`src/rtl/axi_midi_rx_ctrl.sv`:
```
// AXI4-Lite slave around a serial MIDI/UART receiver with RX FIFO,
// programmable baud divider, sticky error flags and threshold interrupt.
module axi_midi_rx_ctrl #(
  parameter int unsigned C_DATA_WIDTH   = 32,
  parameter int unsigned C_ADDR_WIDTH   = 4,
  parameter int unsigned C_LSB_FIRST    = 1,
  parameter int unsigned C_NUM_BITS     = 8,
  parameter int unsigned C_FIFO_DEPTH   = 16,
  parameter int unsigned C_CLKS_PER_BIT = 3200
) (
  input  logic                        s_axi_aclk,
  input  logic                        s_axi_areset,
  input  logic [C_ADDR_WIDTH-1:0]     s_axi_awaddr,
  input  logic [2:0]                  s_axi_awprot,
  input  logic                        s_axi_awvalid,
  output logic                        s_axi_awready,
  input  logic [C_DATA_WIDTH-1:0]     s_axi_wdata,
  input  logic [C_DATA_WIDTH/8-1:0]   s_axi_wstrb,
  input  logic                        s_axi_wvalid,
  output logic                        s_axi_wready,
  output logic [1:0]                  s_axi_bresp,
  output logic                        s_axi_bvalid,
  input  logic                        s_axi_bready,
  input  logic [C_ADDR_WIDTH-1:0]     s_axi_araddr,
  input  logic [2:0]                  s_axi_arprot,
  input  logic                        s_axi_arvalid,
  output logic                        s_axi_arready,
  output logic [C_DATA_WIDTH-1:0]     s_axi_rdata,
  output logic [1:0]                  s_axi_rresp,
  output logic                        s_axi_rvalid,
  input  logic                        s_axi_rready,
  input  logic                        midi_in,
  output logic                        midi_intr
);

  localparam int unsigned PTR_W  = (C_FIFO_DEPTH > 1) ? $clog2(C_FIFO_DEPTH) : 1;
  localparam int unsigned LVL_W  = PTR_W + 1;
  localparam int unsigned DIV_W  = 16;
  localparam int unsigned BIDX_W = 4;
  localparam logic [1:0]  A_RXDATA = 2'd0;
  localparam logic [1:0]  A_STATUS = 2'd1;
  localparam logic [1:0]  A_CTRL   = 2'd2;
  localparam logic [1:0]  A_BAUD   = 2'd3;

  typedef enum logic [1:0] {RX_IDLE, RX_START, RX_DATA, RX_STOP} rx_state_t;

  // register file
  logic             ctrl_rx_en, ctrl_irq_en, flush_pend;
  logic [7:0]       ctrl_thresh;
  logic [DIV_W-1:0] baud_div;
  logic             sticky_ovf, sticky_ferr;

  // receiver
  rx_state_t             rx_state, rx_state_nxt;
  logic                  rx_s1, rx_s2, rx_s3;
  logic [DIV_W-1:0]      rx_cnt, rx_div;
  logic [BIDX_W-1:0]     rx_bit_idx;
  logic [C_NUM_BITS-1:0] rx_shift;
  logic                  rx_fall_c, rx_tick_c;
  logic                  rx_load_half_c, rx_reload_c, rx_sample_c, rx_push_c, rx_ferr_c;

  // fifo
  logic [C_NUM_BITS-1:0] fifo_mem [C_FIFO_DEPTH];
  logic [PTR_W-1:0]      wr_ptr, rd_ptr;
  logic [LVL_W-1:0]      fifo_level;
  logic                  fifo_empty_c, fifo_full_c, do_push_c, pop_c, ovf_set_c;

  // axi
  logic                    wr_en_c, rd_pend;
  logic [1:0]              wr_sel_c, rd_addr;
  logic [DIV_W-1:0]        baud_merge_c, baud_wr_c;
  logic [C_DATA_WIDTH-1:0] rd_mux_c;
  logic                    unused_ok_c;

  assign s_axi_bresp = 2'b00;
  assign s_axi_rresp = 2'b00;
  assign unused_ok_c = ^{s_axi_awprot, s_axi_arprot, s_axi_awaddr[1:0], s_axi_araddr[1:0],
                         s_axi_wdata[C_DATA_WIDTH-1:16], s_axi_wstrb[C_DATA_WIDTH/8-1:2]};

  // input synchroniser plus one delay stage for falling-edge detection
  always_ff @(posedge s_axi_aclk) begin
    if (s_axi_areset) begin
      rx_s1 <= 1'b1;
      rx_s2 <= 1'b1;
      rx_s3 <= 1'b1;
    end else begin
      rx_s1 <= midi_in;
      rx_s2 <= rx_s1;
      rx_s3 <= rx_s2;
    end
  end

  assign rx_fall_c = rx_s3 & ~rx_s2;
  assign rx_tick_c = (rx_cnt == '0);

  // receiver state register
  always_ff @(posedge s_axi_aclk) begin
    if (s_axi_areset) rx_state <= RX_IDLE;
    else              rx_state <= rx_state_nxt;
  end

  // receiver next-state logic
  always_comb begin
    rx_state_nxt = rx_state;
    unique case (rx_state)
      RX_IDLE:  if (rx_fall_c) rx_state_nxt = RX_START;
      RX_START: if (rx_tick_c) rx_state_nxt = rx_s2 ? RX_IDLE : RX_DATA;
      RX_DATA:  if (rx_tick_c && (rx_bit_idx == BIDX_W'(C_NUM_BITS - 1))) rx_state_nxt = RX_STOP;
      RX_STOP:  if (rx_tick_c) rx_state_nxt = RX_IDLE;
      default:  rx_state_nxt = RX_IDLE;
    endcase
  end

  // receiver per-state actions
  always_comb begin
    rx_load_half_c = 1'b0;
    rx_reload_c    = 1'b0;
    rx_sample_c    = 1'b0;
    rx_push_c      = 1'b0;
    rx_ferr_c      = 1'b0;
    unique case (rx_state)
      RX_IDLE:  rx_load_half_c = rx_fall_c;
      RX_START: rx_reload_c    = rx_tick_c & ~rx_s2;
      RX_DATA: begin
        rx_sample_c = rx_tick_c;
        rx_reload_c = rx_tick_c;
      end
      RX_STOP: begin
        rx_push_c = rx_tick_c & rx_s2 & ctrl_rx_en;
        rx_ferr_c = rx_tick_c & ~rx_s2;
      end
      default: ;
    endcase
  end

  // bit timer and shift register; divider is snapshotted at each start bit
  always_ff @(posedge s_axi_aclk) begin
    if (s_axi_areset) begin
      rx_cnt     <= '0;
      rx_div     <= DIV_W'(C_CLKS_PER_BIT);
      rx_bit_idx <= '0;
      rx_shift   <= '0;
    end else begin
      if (rx_load_half_c) begin
        rx_div     <= baud_div;
        rx_cnt     <= baud_div >> 1;
        rx_bit_idx <= '0;
      end else if (rx_reload_c) begin
        rx_cnt <= rx_div - DIV_W'(1);
      end else if (!rx_tick_c) begin
        rx_cnt <= rx_cnt - DIV_W'(1);
      end
      if (rx_sample_c) begin
        rx_bit_idx <= rx_bit_idx + BIDX_W'(1);
        if (C_LSB_FIRST != 0) rx_shift <= {rx_s2, rx_shift[C_NUM_BITS-1:1]};
        else                  rx_shift <= {rx_shift[C_NUM_BITS-2:0], rx_s2};
      end
    end
  end

  assign fifo_empty_c = (fifo_level == '0);
  assign fifo_full_c  = (fifo_level == LVL_W'(C_FIFO_DEPTH));
  assign pop_c        = rd_pend & (rd_addr == A_RXDATA) & ~fifo_empty_c;
  assign do_push_c    = rx_push_c & (~fifo_full_c | pop_c) & ~flush_pend;
  assign ovf_set_c    = rx_push_c & fifo_full_c & ~pop_c & ~flush_pend;

  // fifo pointers and level; flush overrides push and pop
  always_ff @(posedge s_axi_aclk) begin
    if (s_axi_areset || flush_pend) begin
      wr_ptr     <= '0;
      rd_ptr     <= '0;
      fifo_level <= '0;
    end else begin
      if (do_push_c) wr_ptr <= wr_ptr + PTR_W'(1);
      if (pop_c)     rd_ptr <= rd_ptr + PTR_W'(1);
      if (do_push_c && !pop_c)      fifo_level <= fifo_level + LVL_W'(1);
      else if (!do_push_c && pop_c) fifo_level <= fifo_level - LVL_W'(1);
    end
  end

  // fifo storage
  always_ff @(posedge s_axi_aclk) begin
    if (do_push_c) fifo_mem[wr_ptr] <= rx_shift;
  end

  assign wr_en_c      = s_axi_awvalid & s_axi_wvalid & ~s_axi_bvalid & ~s_axi_awready;
  assign wr_sel_c     = s_axi_awaddr[3:2];
  assign baud_merge_c = {s_axi_wstrb[1] ? s_axi_wdata[15:8] : baud_div[15:8],
                         s_axi_wstrb[0] ? s_axi_wdata[7:0]  : baud_div[7:0]};
  assign baud_wr_c    = (baud_merge_c < DIV_W'(4)) ? DIV_W'(4) : baud_merge_c;

  // write channel handshake
  always_ff @(posedge s_axi_aclk) begin
    if (s_axi_areset) begin
      s_axi_awready <= 1'b0;
      s_axi_wready  <= 1'b0;
      s_axi_bvalid  <= 1'b0;
    end else begin
      s_axi_awready <= wr_en_c;
      s_axi_wready  <= wr_en_c;
      if (s_axi_awready)                    s_axi_bvalid <= 1'b1;
      else if (s_axi_bvalid && s_axi_bready) s_axi_bvalid <= 1'b0;
    end
  end

  // register file updates and sticky status
  always_ff @(posedge s_axi_aclk) begin
    if (s_axi_areset) begin
      ctrl_rx_en  <= 1'b1;
      ctrl_irq_en <= 1'b0;
      ctrl_thresh <= 8'd1;
      flush_pend  <= 1'b0;
      baud_div    <= DIV_W'(C_CLKS_PER_BIT);
      sticky_ovf  <= 1'b0;
      sticky_ferr <= 1'b0;
    end else begin
      flush_pend <= wr_en_c & (wr_sel_c == A_CTRL) & s_axi_wstrb[0] & s_axi_wdata[2];
      if (wr_en_c && (wr_sel_c == A_CTRL)) begin
        if (s_axi_wstrb[0]) begin
          ctrl_rx_en  <= s_axi_wdata[0];
          ctrl_irq_en <= s_axi_wdata[1];
        end
        if (s_axi_wstrb[1]) ctrl_thresh <= s_axi_wdata[15:8];
      end
      if (wr_en_c && (wr_sel_c == A_BAUD)) baud_div <= baud_wr_c;
      sticky_ovf  <= (sticky_ovf & ~(wr_en_c & (wr_sel_c == A_STATUS) & s_axi_wstrb[0] & s_axi_wdata[2]))
                     | ovf_set_c;
      sticky_ferr <= (sticky_ferr & ~(wr_en_c & (wr_sel_c == A_STATUS) & s_axi_wstrb[0] & s_axi_wdata[3]))
                     | rx_ferr_c;
    end
  end

  // read data mux
  always_comb begin
    rd_mux_c = '0;
    unique case (rd_addr)
      A_RXDATA: if (!fifo_empty_c) begin
        rd_mux_c[C_NUM_BITS-1:0]   = fifo_mem[rd_ptr];
        rd_mux_c[C_DATA_WIDTH-1]   = 1'b1;
      end
      A_STATUS: begin
        rd_mux_c[0]    = fifo_empty_c;
        rd_mux_c[1]    = fifo_full_c;
        rd_mux_c[2]    = sticky_ovf;
        rd_mux_c[3]    = sticky_ferr;
        rd_mux_c[15:8] = 8'(fifo_level);
      end
      A_CTRL: begin
        rd_mux_c[0]    = ctrl_rx_en;
        rd_mux_c[1]    = ctrl_irq_en;
        rd_mux_c[15:8] = ctrl_thresh;
      end
      A_BAUD:  rd_mux_c[DIV_W-1:0] = baud_div;
      default: rd_mux_c = '0;
    endcase
  end

  // read channel: address accept, then registered data one edge later
  always_ff @(posedge s_axi_aclk) begin
    if (s_axi_areset) begin
      s_axi_arready <= 1'b0;
      s_axi_rvalid  <= 1'b0;
      s_axi_rdata   <= '0;
      rd_pend       <= 1'b0;
      rd_addr       <= '0;
    end else begin
      s_axi_arready <= 1'b0;
      if (s_axi_arvalid && !s_axi_rvalid && !rd_pend && !s_axi_arready) begin
        s_axi_arready <= 1'b1;
        rd_addr       <= s_axi_araddr[3:2];
        rd_pend       <= 1'b1;
      end
      if (rd_pend) begin
        rd_pend      <= 1'b0;
        s_axi_rvalid <= 1'b1;
        s_axi_rdata  <= rd_mux_c;
      end else if (s_axi_rvalid && s_axi_rready) begin
        s_axi_rvalid <= 1'b0;
        s_axi_rdata  <= '0;
      end
    end
  end

  // registered interrupt
  always_ff @(posedge s_axi_aclk) begin
    if (s_axi_areset) midi_intr <= 1'b0;
    else midi_intr <= ctrl_irq_en &
                      (((8'(fifo_level) >= ctrl_thresh) && (ctrl_thresh != 8'd0)) |
                       sticky_ovf | sticky_ferr);
  end

endmodule

```
`config.mk`:
```
export PLATFORM = sky130hd
export DESIGN_NAME = axi_midi_rx_ctrl
export DESIGN_NICKNAME = d
export VERILOG_FILES = /design/src/rtl/axi_midi_rx_ctrl.sv
export SDC_FILE = /design/constraint.sdc
export NUM_CORES = 1
export LEC_CHECK = 0
export ABC_AREA = 1
export CORE_UTILIZATION = 58
export CTS_BUF_LIST = sky130_fd_sc_hd__clkbuf_8 sky130_fd_sc_hd__clkbuf_16
export DETAILED_ROUTE_END_ITERATION = 8
export PLACE_DENSITY = 0.8
export SYNTH_ARGS = -nofsm -noshare
export SYNTH_HDL_FRONTEND = slang
export SYNTH_SLANG_ARGS = --single-unit
```
`constraint.sdc`:
```
create_clock -name s_axi_aclk -period 3 [get_ports s_axi_aclk]
set_input_delay 0.6 -clock s_axi_aclk [delete_from_list [all_inputs] [get_ports s_axi_aclk]]
set_output_delay 0.6 -clock s_axi_aclk [all_outputs]
set_load 0.01 [all_outputs]
```
=== After elaboration in Yosys (flattened, before gate mapping) ===
Memory sizes are Yosys's and may differ from the RTL's. A register that Yosys moved wholly into a read port is not among the register bits.
Index checks and enable logic that the tools add are counted.

* Logic and storage cells: 162
* RAM bits: 128
* Input bits: 58
* Memories kept: 1
* Register bits after elaboration: 116

{| class="wikitable"
|+ Memories
! memory !! words !! bits a word !! read ports !! clocked after memory_dff !! write ports !! line !! text
|-
| fifo_mem || 16 || 8 || 1 || 1 || 1 || 63 || <nowiki>logic [C_NUM_BITS-1:0] fifo_mem [C_FIFO_DEPTH];</nowiki>
|}

* Bitwise logic cells: 38
* $add $sub $neg: 7
* Reduce and logical (&&, ||, !) cells: 31
* Muxes and demuxes: 39
* Equal/unequal tests: 17
* Order comparisons: 2

{| class="wikitable"
|+ Operator list
! cell !! number
|-
| $mux 32 || 2
|-
| $mux 16 || 3
|-
| $sub 16x1->16 const B || 2
|-
| $and 1x1->1 || 24
|-
| $mux 8 || 3
|-
| $pmux 8 s3 || 1
|-
| $logic_not 16->1 || 1
|-
| $lt 16x3->1 const B || 1
|-
| $mux 4 || 4
|-
| $pmux 2 s4 || 2
|-
| $mux 15 || 1
|-
| $mux 1 || 13
|-
| $add 4x1->4 const B || 3
|-
| $eq 2x2->1 const B || 6
|-
| $logic_and 1x1->1 || 11
|-
| $mux 2 || 5
|-
| $mux 5 || 2
|-
| $not 1->1 || 9
|-
| $ge 5x8->1 || 1
|-
| $ne 2x2->1 const B || 4
|-
| $pmux 4 s2 || 1
|-
| $reduce_bool 2->1 || 4
|-
| $reduce_bool 8->1 || 1
|-
| $eq 2x1->1 const B || 3
|-
| other kinds (16) || 27
|}

=== Longest topological paths before layout ===
* Depth in word-level cells: 10
* Depth in mapped cells: 19
* Depth with buffers taken out: 19

=== Least setup slack after synthesis ===
Ideal clock, no wire load.

* Path kind: flip-flop to flip-flop
* Start: reg fifo_level[1]
* End: reg fifo_level[4]
* Slack: 412 ps
* Stages on the path, launching flop included: 20
* Data required time: 2879 ps
* Arrival: 2466 ps
* Path buffers: 0
* Setup time: 121 ps
* Path through: dfxtp_1 nor4_2 nand2_1 nand2_1 inv_2 nand2_4 nand2_1 nand2_2 inv_1 ha_1 inv_1 ha_1 nand2_1 nor2_1 a211oi_1 nand2_1 nand2_1 nor2_1 o21ai_0 a21oi_1

* Word-level cells in the longest chain between the ends: 9
* Elaborated cells on any way between the ends: 17
* Those cells by class: 2 x add/sub; 1 x eq/ne; 2 x mux; 6 x bitwise; 6 x reduce/logical

{| class="wikitable"
|+ Ends and longest elaborated chain
! what !! line !! text
|-
| start, declared || 65 || <nowiki>logic [LVL_W-1:0] fifo_level;</nowiki>
|-
| start signal, assigned || 176 || <nowiki>if (do_push_c && !pop_c) fifo_level <= fifo_level + LVL_W'(1);</nowiki>
|-
| start signal, assigned || 177 || <nowiki>else if (!do_push_c && pop_c) fifo_level <= fifo_level - LVL_W'(1);</nowiki>
|-
| $logic_not 5->1 || 161 || <nowiki>assign fifo_empty_c = (fifo_level == '0);</nowiki>
|-
| $not 1->1 || 163 || <nowiki>assign pop_c = rd_pend & (rd_addr == A_RXDATA) & ~fifo_empty_c;</nowiki>
|-
| $and 1x1->1 || 163 ||
|-
| $or 1x1->1 (*) || 164 || <nowiki>assign do_push_c = rx_push_c & (~fifo_full_c | pop_c) & ~flush_pend;</nowiki>
|-
| $and 1x1->1 (*) (2 in a row) || 164 ||
|-
| named net do_push_c || 66 || <nowiki>logic fifo_empty_c, fifo_full_c, do_push_c, pop_c, ovf_set_c;</nowiki>
|-
| $logic_not 1->1 || 177 ||
|-
| $logic_and 1x1->1 || 177 ||
|-
| $reduce_bool 2->1 (no source line) || -- ||
|}

The timed path passes the listed nets; every way through them passes the cells marked *. The select of a mux whose other input is x is not followed.
A chain may end at the register's enable or synchronous reset.

=== Worst setup path in the final report ===
* Start: reg rx_cnt[11]
* End: reg fifo_level[4]

* Word-level cells in the longest chain between the ends: 9
* Elaborated cells on any way between the ends: 11
* Those cells by class: 2 x mux; 4 x bitwise; 5 x reduce/logical

{| class="wikitable"
|+ Ends and longest elaborated chain
! what !! line !! text
|-
| start, declared || 56 || <nowiki>logic [DIV_W-1:0] rx_cnt, rx_div;</nowiki>
|-
| start signal, assigned || 146 || <nowiki>rx_cnt <= baud_div >> 1;</nowiki>
|-
| start signal, assigned || 149 || <nowiki>rx_cnt <= rx_div - DIV_W'(1);</nowiki>
|-
| start signal, assigned || 151 || <nowiki>rx_cnt <= rx_cnt - DIV_W'(1);</nowiki>
|-
| $logic_not 16->1 (*) || 94 || <nowiki>assign rx_tick_c = (rx_cnt == '0);</nowiki>
|-
| $and 1x1->1 (*) (2 in a row) || 129 || <nowiki>rx_push_c = rx_tick_c & rx_s2 & ctrl_rx_en;</nowiki>
|-
| $mux 1 (*) || 121 || <nowiki>unique case (rx_state)</nowiki>
|-
| $and 1x1->1 (*) (2 in a row) || 164 ||
|-
| named net do_push_c || 66 ||
|-
| $logic_not 1->1 || 177 ||
|-
| $logic_and 1x1->1 || 177 ||
|-
| $reduce_bool 2->1 (no source line) || -- ||
|}

The timed path passes the listed nets; every way through them passes the cells marked *.

==> metrics.cfg <==
[worst_setup_path]
reg2reg_depth = 18
cp_common_cell = nand2_1
r2r-end = fifo_level[4]
crit_fanout = 5
worst_ep_arrival_time_ps = 3200
critical_path_class = reg -> reg
crit_path_top_delay_cell = ha_1
r2r_start = rx_cnt[11]
end_kind = register
crit_path_start = rx_cnt[11]
crit_chain = nor2_1 > nand2_1 > nor2_4 > nand2_2 > nor3_4 > nand2_2 > inv_1 > ha_2 > inv_1 > ha_1 > nand2_1 > nor2_1 > a211oi_2 > nand2_1 > nand2_1 > nor2_1 > o21ai_0 > a21oi_1
required_ps = 3410
startpoint_type = register
cp-endpoint = fifo_level[4]
rrSetupSlack_ps = 210
max_stage_delay_ps = 340

[placed_design]
place.gp.congestion = 0.9020
io_buffer_count = 52
hpwl_um = 18380

[final_layout]
multi_input_area_um2 = 4385
seq_area_um2 = 6248
diodes = 0
layout.nets = 1369
area_delta_synth_final_pct = 14.03
fillCellCount = 1418
drive_gt1_share_pct = 11.29

[logic_synthesis]
ys_warn_count = 0
seq_area_frac_synth_pct = 55.03
synth.avg_cell_area_um2 = 9.220
synth_edf_count = 128
synth-seq-cells = 248
synth_area_um2 = 11350
synthFlopType = edfxtp_1
synth_top_area_share_pct = 33.87
syn_inst = 1231
async_flop_share_pct = 0
yosys.area.top_type = edfxtp_1
synth_cell_types = 54
ys_top_cells_by_area = edfxtp_1 34%, dfxtp_1 21%, nor2_1 6.2%

[clocking]
cts.sinks = 248
cts_tree = done
cts_max_level = 1
cts_setup_buffers = 0
clock_path_buffers = 3
clk_pin_slew_ps = 60
cts_root_buf = clkbuf_16
clk_latency_ps = 530
cts_buffers = 25
ctsHoldBuffers = 0

[global_route]
grt_max_degree = 65
grt_busiest_layer = met2
gr-usage-met1_pct = 38.49
grt_overflow = 0
use_met3_pct = 3.746
antenna_found_initial = 0
met2_usage_pct = 45.66
grt_pass1_vias = 8466
grt_pass1_wl_um = 43790
grtUsageTotal_pct = 27.91

[timing]
finalSetupTns_ps = 0
tightest_slew_ps = 885.3
post-route-min-period_ps = 2787
rsz0062_at_grt = false
maxSlewHeadroom_pct = 40.76
finalMaxSlewViolations = 0
final_hold_viol_count = 0
fin_skew_ps = 9.204
holdWs_ps = 400.1
setup_violations = 0
fmax_mhz = 358.8
fin_crit_sh_pct = 92.91

[status]
outcome = finished clean

[drt]
drt-total-wl_um = 27720
drc = 0
ant_nets = 0
drt_iter0_drc = 859
wl_per_cell_um = 17.75
dr.pass1.iters = 5
vias = 8904
viasPerCell = 5.700

[floorplan]
die_h_um = 141.9
core_area_um2 = 18960
die-area_um2 = 20130
die_x_um = 141.9
rows = 50
pin_count = 100
start_util_pct = 59.87

[power]
peakVddDrop_uv = 501.2
p_leak_nw = 5.100
power_density_nw_per_um2 = 690.1

[run]
drv_cap = 0

[worst_hold_path]
holdCritPathClass = in -> reg

## Yosys cell counts, types with 5 or more instances
| library cell | instances |
|---|---|
| inv_2 | 11 |
| a211oi_1 | 11 |
| nand3_1 | 35 |
| buf_2 | 9 |
| a21oi_1 | 73 |
| edfxtp_1 | 128 |
| inv_1 | 98 |
| nand2_4 | 5 |
| nor3_1 | 10 |
| o221ai_1 | 9 |
| o21ai_1 | 9 |
| nand4_1 | 9 |
| mux2i_1 | 5 |
| buf_4 | 26 |
| o22ai_1 | 7 |
| nor2_2 | 15 |
| dfxtp_1 | 120 |
| o21a_1 | 5 |
| nand2_1 | 184 |
| nor2_4 | 6 |
| o211ai_1 | 24 |
| o21ai_0 | 119 |
| nor2_1 | 186 |
| clkbuf_1 | 32 |
| nand2_2 | 9 |
| ha_1 | 27 |
## cell usage in the layout, fill, tap and decap left out, drive strengths merged, types with 7 or more instances in the layout
cell / instances
buf: 27
edfxtp: 128
a21oi: 78
o21ai: 130
nand3: 38
nand4: 16
o221ai: 9
clkinv: 9
nand2: 198
clkbuf: 28
o22ai: 7
dfxtp: 120
clkdlybuf4s50: 51
ha: 27
conb: 19
nor3: 11
inv: 114
nor2: 207
a211oi: 11
o211ai: 24
## report_power, final
part	switching (W)	total, W	internal, W
Combinational	0.00135	0.00202	0.000675
Sequential	0.000107	0.00380	0.00369
Clock	0.00129	0.00312	0.00182
Total	0.00274	0.00893	0.00619
## critical path: cells and delay by family, from the launching register on
family	cells	cell delay (ps)
AND/OR/NAND/NOR	11	1200
flip-flops	1	320
AO/OA/AOI/OAI	3	380
adder cells (fa/ha/maj)	2	570
buffers and inverters	2	200
## sequential cells by signal, summed over array words and instances, names as in the netlist, 2 cells and up, named ones only
register and flops:
wr_ptr 4, s_axi_rdata 17, rx_cnt 16, rd_ptr 4
fifo_level 5, fifo_mem 128, rx_shift 8, baud_div 16
rx_div 16, rx_bit_idx 4, ctrl_thresh 8, rd_addr 2
## stage by stage
step	instances	utilization [%]	power [W]	worst slack [ps]	cell area (um2)
2_1_floorplan	1249	-	0.005404	412.4	11420
3_3_place_gp	1516	63.70	0.005759	161.2	12080
3_5_place_dp	1516	63.70	0.005815	38.10	12080
4_1_cts	1562	68.12	0.008905	16.40	12910
5_1_grt	1562	68.28	0.009308	4.471	12940
6_report	1562	68.28	0.008932	212.8	12940
## repair_timing
item / 4_1_cts / 5_1_grt
gates resized for setup: 1 / 7
setup endpoints to repair: 1 / 2
pin swaps: 0 / 1
## how the worst min path moves through the flow
| stage | from | endpoint | slack, ps | cells after the start |
|---|---|---|---|---|
| 2_1_floorplan | rx_s1 | rx_s2 | 390 | 1 |
| 3_3_place_gp | rx_s1 | rx_s2 | 400 | 1 |
| 3_5_place_dp | rx_s1 | rx_s2 | 400 | 1 |
| 4_1_cts | s_axi_areset | rx_bit_idx[1] | 390 | 2 |
| 5_1_grt | s_axi_areset | rx_bit_idx[1] | 390 | 2 |
| 6_report | s_axi_areset | s_axi_rdata[6] | 400 | 2 |
## final cells by class
cell class | instances | area share (%)
sequential | 248 | 48.28
inverter | 110 | 3.190
clock inverter | 18 | 1.121
timing repair buffer | 78 | 5.684
multi-input combinational | 820 | 33.88
tap | 260 | 2.514
clock buffer | 28 | 5.327
## routing by layer
metal	routed length, um	share of wire (%)	up-vias
met1	11610	42	4179
li1	-	-	4250
met2	13080	47	406
met4	800	2.9	0
met3	2222	8.0	69
met5	0	0	-
## cells by family (layout without fill, tap and decap cells)
family	after synthesis	after routing	synth area share, %
AOI/OAI and AO/OA	281	281	14.46
and+or+nand+nor	481	481	19.20
muxes	5	5	0.4410
other	1	19	0.03304
buffers and inverters	181	234	7.210
DFF	248	248	55.03
adders and majority gates	28	28	3.153
xor gates and xnor gates	6	6	0.4631
Power figures use the tool's default switching activity.
